## src/rtl/pc_fetch_ctrl.sv

```systemverilog
// Fetch-stage controller: owns the program counter, drives the instruction
// memory request handshake, fills the IF/ID register and flushes younger
// stages on a MEM-stage redirect.
module pc_fetch_ctrl #(
   parameter logic [31:0] RESET_PC = 32'h0000_0000,
   parameter int unsigned CNT_W    = 16
) (
   input  logic             clk,
   input  logic             rst,
   input  logic [1:0]       PCSource,
   input  logic [31:0]      PC_branch,
   input  logic [31:0]      PC_jump,
   input  logic             stall,
   output logic             imem_req,
   output logic [31:0]      imem_addr,
   input  logic             imem_ready,
   input  logic [31:0]      imem_rdata,
   output logic             if_valid,
   output logic [31:0]      if_instr,
   output logic [31:0]      if_pc,
   output logic             flush,
   output logic [CNT_W-1:0] redirect_cnt
);

   typedef enum logic [2:0] {
      S_RST,
      S_FETCH,
      S_WAIT,
      S_DRAIN,
      S_HELD
   } state_t;

   state_t      state_q, state_d;
   logic [31:0] pc_q, pc_d;
   logic [31:0] pend_q, pend_d;
   logic [31:0] skid_q, skid_d;
   logic        load;
   logic [31:0] load_instr;
   logic        redirect;
   logic [31:0] target;

   assign redirect  = (PCSource == 2'd1) || (PCSource == 2'd2);
   assign target    = ((PCSource == 2'd2) ? PC_jump : PC_branch) & 32'hFFFF_FFFC;
   assign flush     = redirect;
   assign imem_addr = pc_q;

   // Next-state, request and IF/ID load decision for the fetch sequencer.
   // A request already on the bus must complete at its address, so a
   // redirect during WAIT either retires it immediately (ready) or parks the
   // target in pend until the discarded request is accepted.
   always_comb begin
      state_d    = state_q;
      pc_d       = pc_q;
      pend_d     = pend_q;
      skid_d     = skid_q;
      imem_req   = 1'b0;
      load       = 1'b0;
      load_instr = imem_rdata;
      unique case (state_q)
         S_RST: state_d = S_FETCH;
         S_FETCH: begin
            imem_req = !stall && !redirect;
            if (redirect) begin
               pc_d = target;
            end else if (!stall) begin
               if (imem_ready) begin
                  load = 1'b1;
                  pc_d = pc_q + 32'd4;
               end else begin
                  state_d = S_WAIT;
               end
            end
         end
         S_WAIT: begin
            imem_req = 1'b1;
            if (redirect) begin
               if (imem_ready) begin
                  pc_d    = target;
                  state_d = S_FETCH;
               end else begin
                  pend_d  = target;
                  state_d = S_DRAIN;
               end
            end else if (imem_ready) begin
               if (stall) begin
                  skid_d  = imem_rdata;
                  state_d = S_HELD;
               end else begin
                  load    = 1'b1;
                  pc_d    = pc_q + 32'd4;
                  state_d = S_FETCH;
               end
            end
         end
         S_DRAIN: begin
            imem_req = 1'b1;
            if (redirect) pend_d = target;
            if (imem_ready) begin
               pc_d    = redirect ? target : pend_q;
               state_d = S_FETCH;
            end
         end
         S_HELD: begin
            if (redirect) begin
               pc_d    = target;
               state_d = S_FETCH;
            end else if (!stall) begin
               load       = 1'b1;
               load_instr = skid_q;
               pc_d       = pc_q + 32'd4;
               state_d    = S_FETCH;
            end
         end
         default: state_d = S_FETCH;
      endcase
   end

   // Sequencer state, program counter, pending target and skid register.
   always_ff @(posedge clk or posedge rst) begin
      if (rst) begin
         state_q <= S_RST;
         pc_q    <= RESET_PC;
         pend_q  <= '0;
         skid_q  <= '0;
      end else begin
         state_q <= state_d;
         pc_q    <= pc_d;
         pend_q  <= pend_d;
         skid_q  <= skid_d;
      end
   end

   // IF/ID register: redirect kills, stall holds, load fills, else bubble.
   always_ff @(posedge clk or posedge rst) begin
      if (rst) begin
         if_valid <= 1'b0;
         if_instr <= '0;
         if_pc    <= '0;
      end else if (redirect) begin
         if_valid <= 1'b0;
      end else if (stall) begin
         if_valid <= if_valid;
      end else if (load) begin
         if_valid <= 1'b1;
         if_instr <= load_instr;
         if_pc    <= pc_q;
      end else begin
         if_valid <= 1'b0;
      end
   end

   // Saturating count of cycles with a redirect.
   always_ff @(posedge clk or posedge rst) begin
      if (rst) begin
         redirect_cnt <= '0;
      end else if (redirect && (redirect_cnt != '1)) begin
         redirect_cnt <= redirect_cnt + {{(CNT_W-1){1'b0}}, 1'b1};
      end
   end

endmodule

```

## config.mk

```make
export PLATFORM = sky130hd
export DESIGN_NAME = pc_fetch_ctrl
export DESIGN_NICKNAME = d
export VERILOG_FILES = /design/src/rtl/pc_fetch_ctrl.sv
export SDC_FILE = /design/constraint.sdc
export NUM_CORES = 1
export LEC_CHECK = 0
export BUFFER_PORTS_ARGS = -buffer_cell sky130_fd_sc_hd__buf_2
export CAP_MARGIN = 20
export CORE_ASPECT_RATIO = 1.2
export CORE_MARGIN = 3
export CORE_UTILIZATION = 50
export DETAILED_ROUTE_END_ITERATION = 12
export HOLD_SLACK_MARGIN = 0.06
export PLACE_DENSITY = 0.72
export RECOVER_POWER = 100
export SLEW_MARGIN = 20
export SYNTH_ARGS = -nofsm -noshare
export SYNTH_HDL_FRONTEND = slang
export SYNTH_SLANG_ARGS = --single-unit
```

## constraint.sdc

```tcl
create_clock -name clk -period 7.3 [get_ports clk]
set_clock_uncertainty 0.15 [all_clocks]
set_input_delay 0.365 -clock clk [delete_from_list [all_inputs] [get_ports clk]]
set_output_delay 0.365 -clock clk [all_outputs]
set_load 0.01 [all_outputs]
```

==> qor.txt <==
Buffer and inverter count on the worst path: 5
Insertion delay to the later sink of the worst-skew pair: 430 ps
Worst path slowest cell: clkbuf_1
Switching part of the total power: 35.37%
Detailed Route WL: 22.75 mm
Critical path required time: 7470 ps
Root buffer cell: clkbuf_16
Async S/R FF share, synth: 100.0%
Reg area: 0.004504 mm²
First-pass GRT wire length: 36.50 mm
Die width: 126.7 µm
F_max: 188.5 MHz
Routed vias: 7329
CTS tree: yes
Worst Max-Slew Pin Slew: 4573 ps
CP delay by family, top: buffers and inverters
Setup_tns: 0 ps
Die height: 150.9 µm
Maxcap violations: 5
Total track usage: 23.85%
Post-route clock period utilization: 72.69%
Port bufs: 212
Worst Path Arrival: 5470 ps
Worst stage delay on the critical path: 1670 ps
Final hold violation count: 0
Inserted Clock Buffers: 17
Status: finished with violations
Peak VDD IR: 0.1759 mV
CTS sink cnt: 180
#FFs+latches synth: 180
Dpl hpwl: 14.66 mm
Rows: 52
Setup Viol. Count Final: 0
Switch Pwr: 1229 µW
Synth Instances: 826
Share of cells above drive strength 1: 20.62%
Diodes inserted: 0
Max FO, Critical Path: 53
Minimum clock period: 5306 ps
Ports: 217
Total grt overflow: 0
Most used cell, CP: inv_1
Fin nets: 1149
Layout area overhead: 22.73%
Worst min path class: input port to flip-flop
Critical-path cell list: buf_2 > inv_1 > ha_2 > clkbuf_1 > inv_1 > nor2_1 > nand2_2 > buf_4 > mux2_2
Initial antenna violation count: 0
Startpoint types: input port
Ys flop type: dfrtp_1
Vias per cell: 5.757
EDFF count, synth: 0
Post-CTS Setup Bufs: 0
Tot Pwr: 3473 µW
Slew headroom: -206.5%
Drt initial violations: 640
Largest net degree at the start of global routing: 103
Max-slew violations: 253
Pint: 2245 µW
# fillers: 1441
Syn Area/Cell: 10.58 µm²
Seq pwr share: 45.0%
Multi-input combinational cell area: 0.003951 mm²
Synthesized cell area: 0.008742 mm²
P_leak: 0.004514 µW
Core box area: 0.01698 mm²
Critical path type: input port to flip-flop
Area of the die: 0.01911 mm²
Routability cong.: 0.8331
RSZ-0062 raised after global routing: no
Vias in the first global route: 7122
Combinational share of power: 26.4%
Clock Tree Buf Depth: 2
Sequential element share of the synthesized area: 51.52%
Initial core utilization: 51.48%
Failing checks: max-capacitance violations, max-slew violations
Critical Path End Type: flip-flop
TritonRoute pass-1 iters: 5
H-tree depth: 4
Hold slack: 93.65 ps
Clk slew on worst S/H paths: 70 ps
Synth Net Count: 931
DR DRC count: 0
WL per Instance: 17.87 µm
Syn. warnings: 0
Antenna viol nets, final: 0
Count of cell types in the netlist: 69
Pwr Density: 323.7 mW/mm²
Clock power share: 28.5%
[sequential cells by signal (all words and copies together) (netlist names)]
signal        count
pend_q           32
skid_q           32
state_q           3
if_instr         32
redirect_cnt     16
if_pc            32
if_valid          1
imem_addr        32
[worst reg2reg max path, cell delays in order, from the launching register on]
cell and delay, ps:
dfrtp_1 630, nand2_1 150, nor3_1 1490, clkbuf_1 1420, mux2_2 450
[path summary, 6_finish.rpt]
check,end,slack (ps),cells after the start,from
worst max register to register,pend_q[29],2890,4,state_q[1]
worst max-delay path,if_pc[0],1990,9,PCSource[0]
worst min register to register,imem_addr[1],340,1,pend_q[1]
min in group asynchronous,skid_q[20],1720,3,rst
max in group asynchronous,if_instr[26],2810,4,rst
worst min-delay path,pend_q[19],90,3,PC_jump[19]
[cell usage in the layout, fill, tap and decap left out, types with 5 or more instances in the layout]
master	synthesis	final
dfrtp_1	180	180
clkbuf_1	31	119
o21ai_0	110	112
buf_2	22	97
nor2_1	66	66
mux2_2	66	65
mux2i_1	63	63
a21oi_1	48	48
nand2_1	44	43
dlygate4sd3_1	0	35
nand3_1	22	22
nand4_1	20	20
clkbuf_16	0	17
xnor2_1	15	15
nor3_1	10	11
a31oi_1	10	10
inv_1	11	10
and3_1	8	8
nor4_1	4	5
xor2_1	5	5
buf_4	3	5
[final cells by class]
cell class / count / share of cell area (%)
sequential: 180 / 41.98
multi-input combinational: 577 / 36.83
clock buffer: 17 / 3.965
clock inverter: 15 / 1.971
inverter: 12 / 0.4315
tap: 216 / 2.519
timing repair buffer: 256 / 12.30
[cells by family after synthesis]
logic type               after synthesis  synth area share (%)
AND/OR/NAND/NOR                      200                 11.45
multiplexers                         130                 15.84
flip-flops                           180                 51.52
XOR/XNOR                              20                 2.004
buffers and inverters                 69                 3.406
AO/OA/AOI/OAI                        223                 15.23
adder cells (fa/ha/maj)                4                0.5439
[synthesized netlist by cell type, drive strengths merged (5+ instances only)]
cell type | n | area [µm²]
nor2 | 67 | 254.0
and3 | 8 | 50.05
nand2 | 45 | 171.4
dfrtp | 180 | 4504
nand3 | 22 | 110.1
clkbuf | 31 | 116.4
xnor2 | 15 | 131.4
nor3 | 14 | 90.09
nand4 | 21 | 137.6
a31oi | 10 | 62.56
buf | 26 | 136.4
a21oi | 48 | 240.2
mux2 | 67 | 754.5
inv | 12 | 45.04
o21ai | 112 | 560.5
xor2 | 5 | 43.79
mux2i | 63 | 630.6
nor4 | 6 | 58.80
[stage by stage]
stage,setup WS [ps],instances,utilization (%),area (µm²)
final,1994,1273,63.18,10730
after global routing,1633,1273,63.18,10730
after CTS,3368,1273,64.32,10920
after detailed placement,3385,1206,58.51,9936
after global placement,3068,1206,58.50,9933
after floorplan,1898,826,-,8742
[power by group through the flow]
stage / combinational [µW] / clock, µW / sequential [µW]
after floorplan: 504 / 0 / 1610
after global placement: 950 / 0 / 1560
after detailed placement: 977 / 0 / 1570
after CTS: 993 / 1000 / 1560
after global routing: 1030 / 1050 / 1610
final: 919 / 990 / 1560
[metal layers]
metal | vias to the layer above | track usage, % | share of wire, %
met5 | - | 0 | 0
met4 | 0 | 8.476 | 2.7
met3 | 35 | 6.173 | 6.6
met2 | 247 | 39.72 | 49
met1 | 3603 | 30.29 | 41
li1 | 3444 | - | -
[timing repair]
| action | in CTS | in global routing |
|---|---|---|
| hold buffers | 35 | 0 |
| gates resized for setup | 0 | 0 |
| hold endpoints to repair | 136 | 0 |
(Power assumes the default switching activity.)
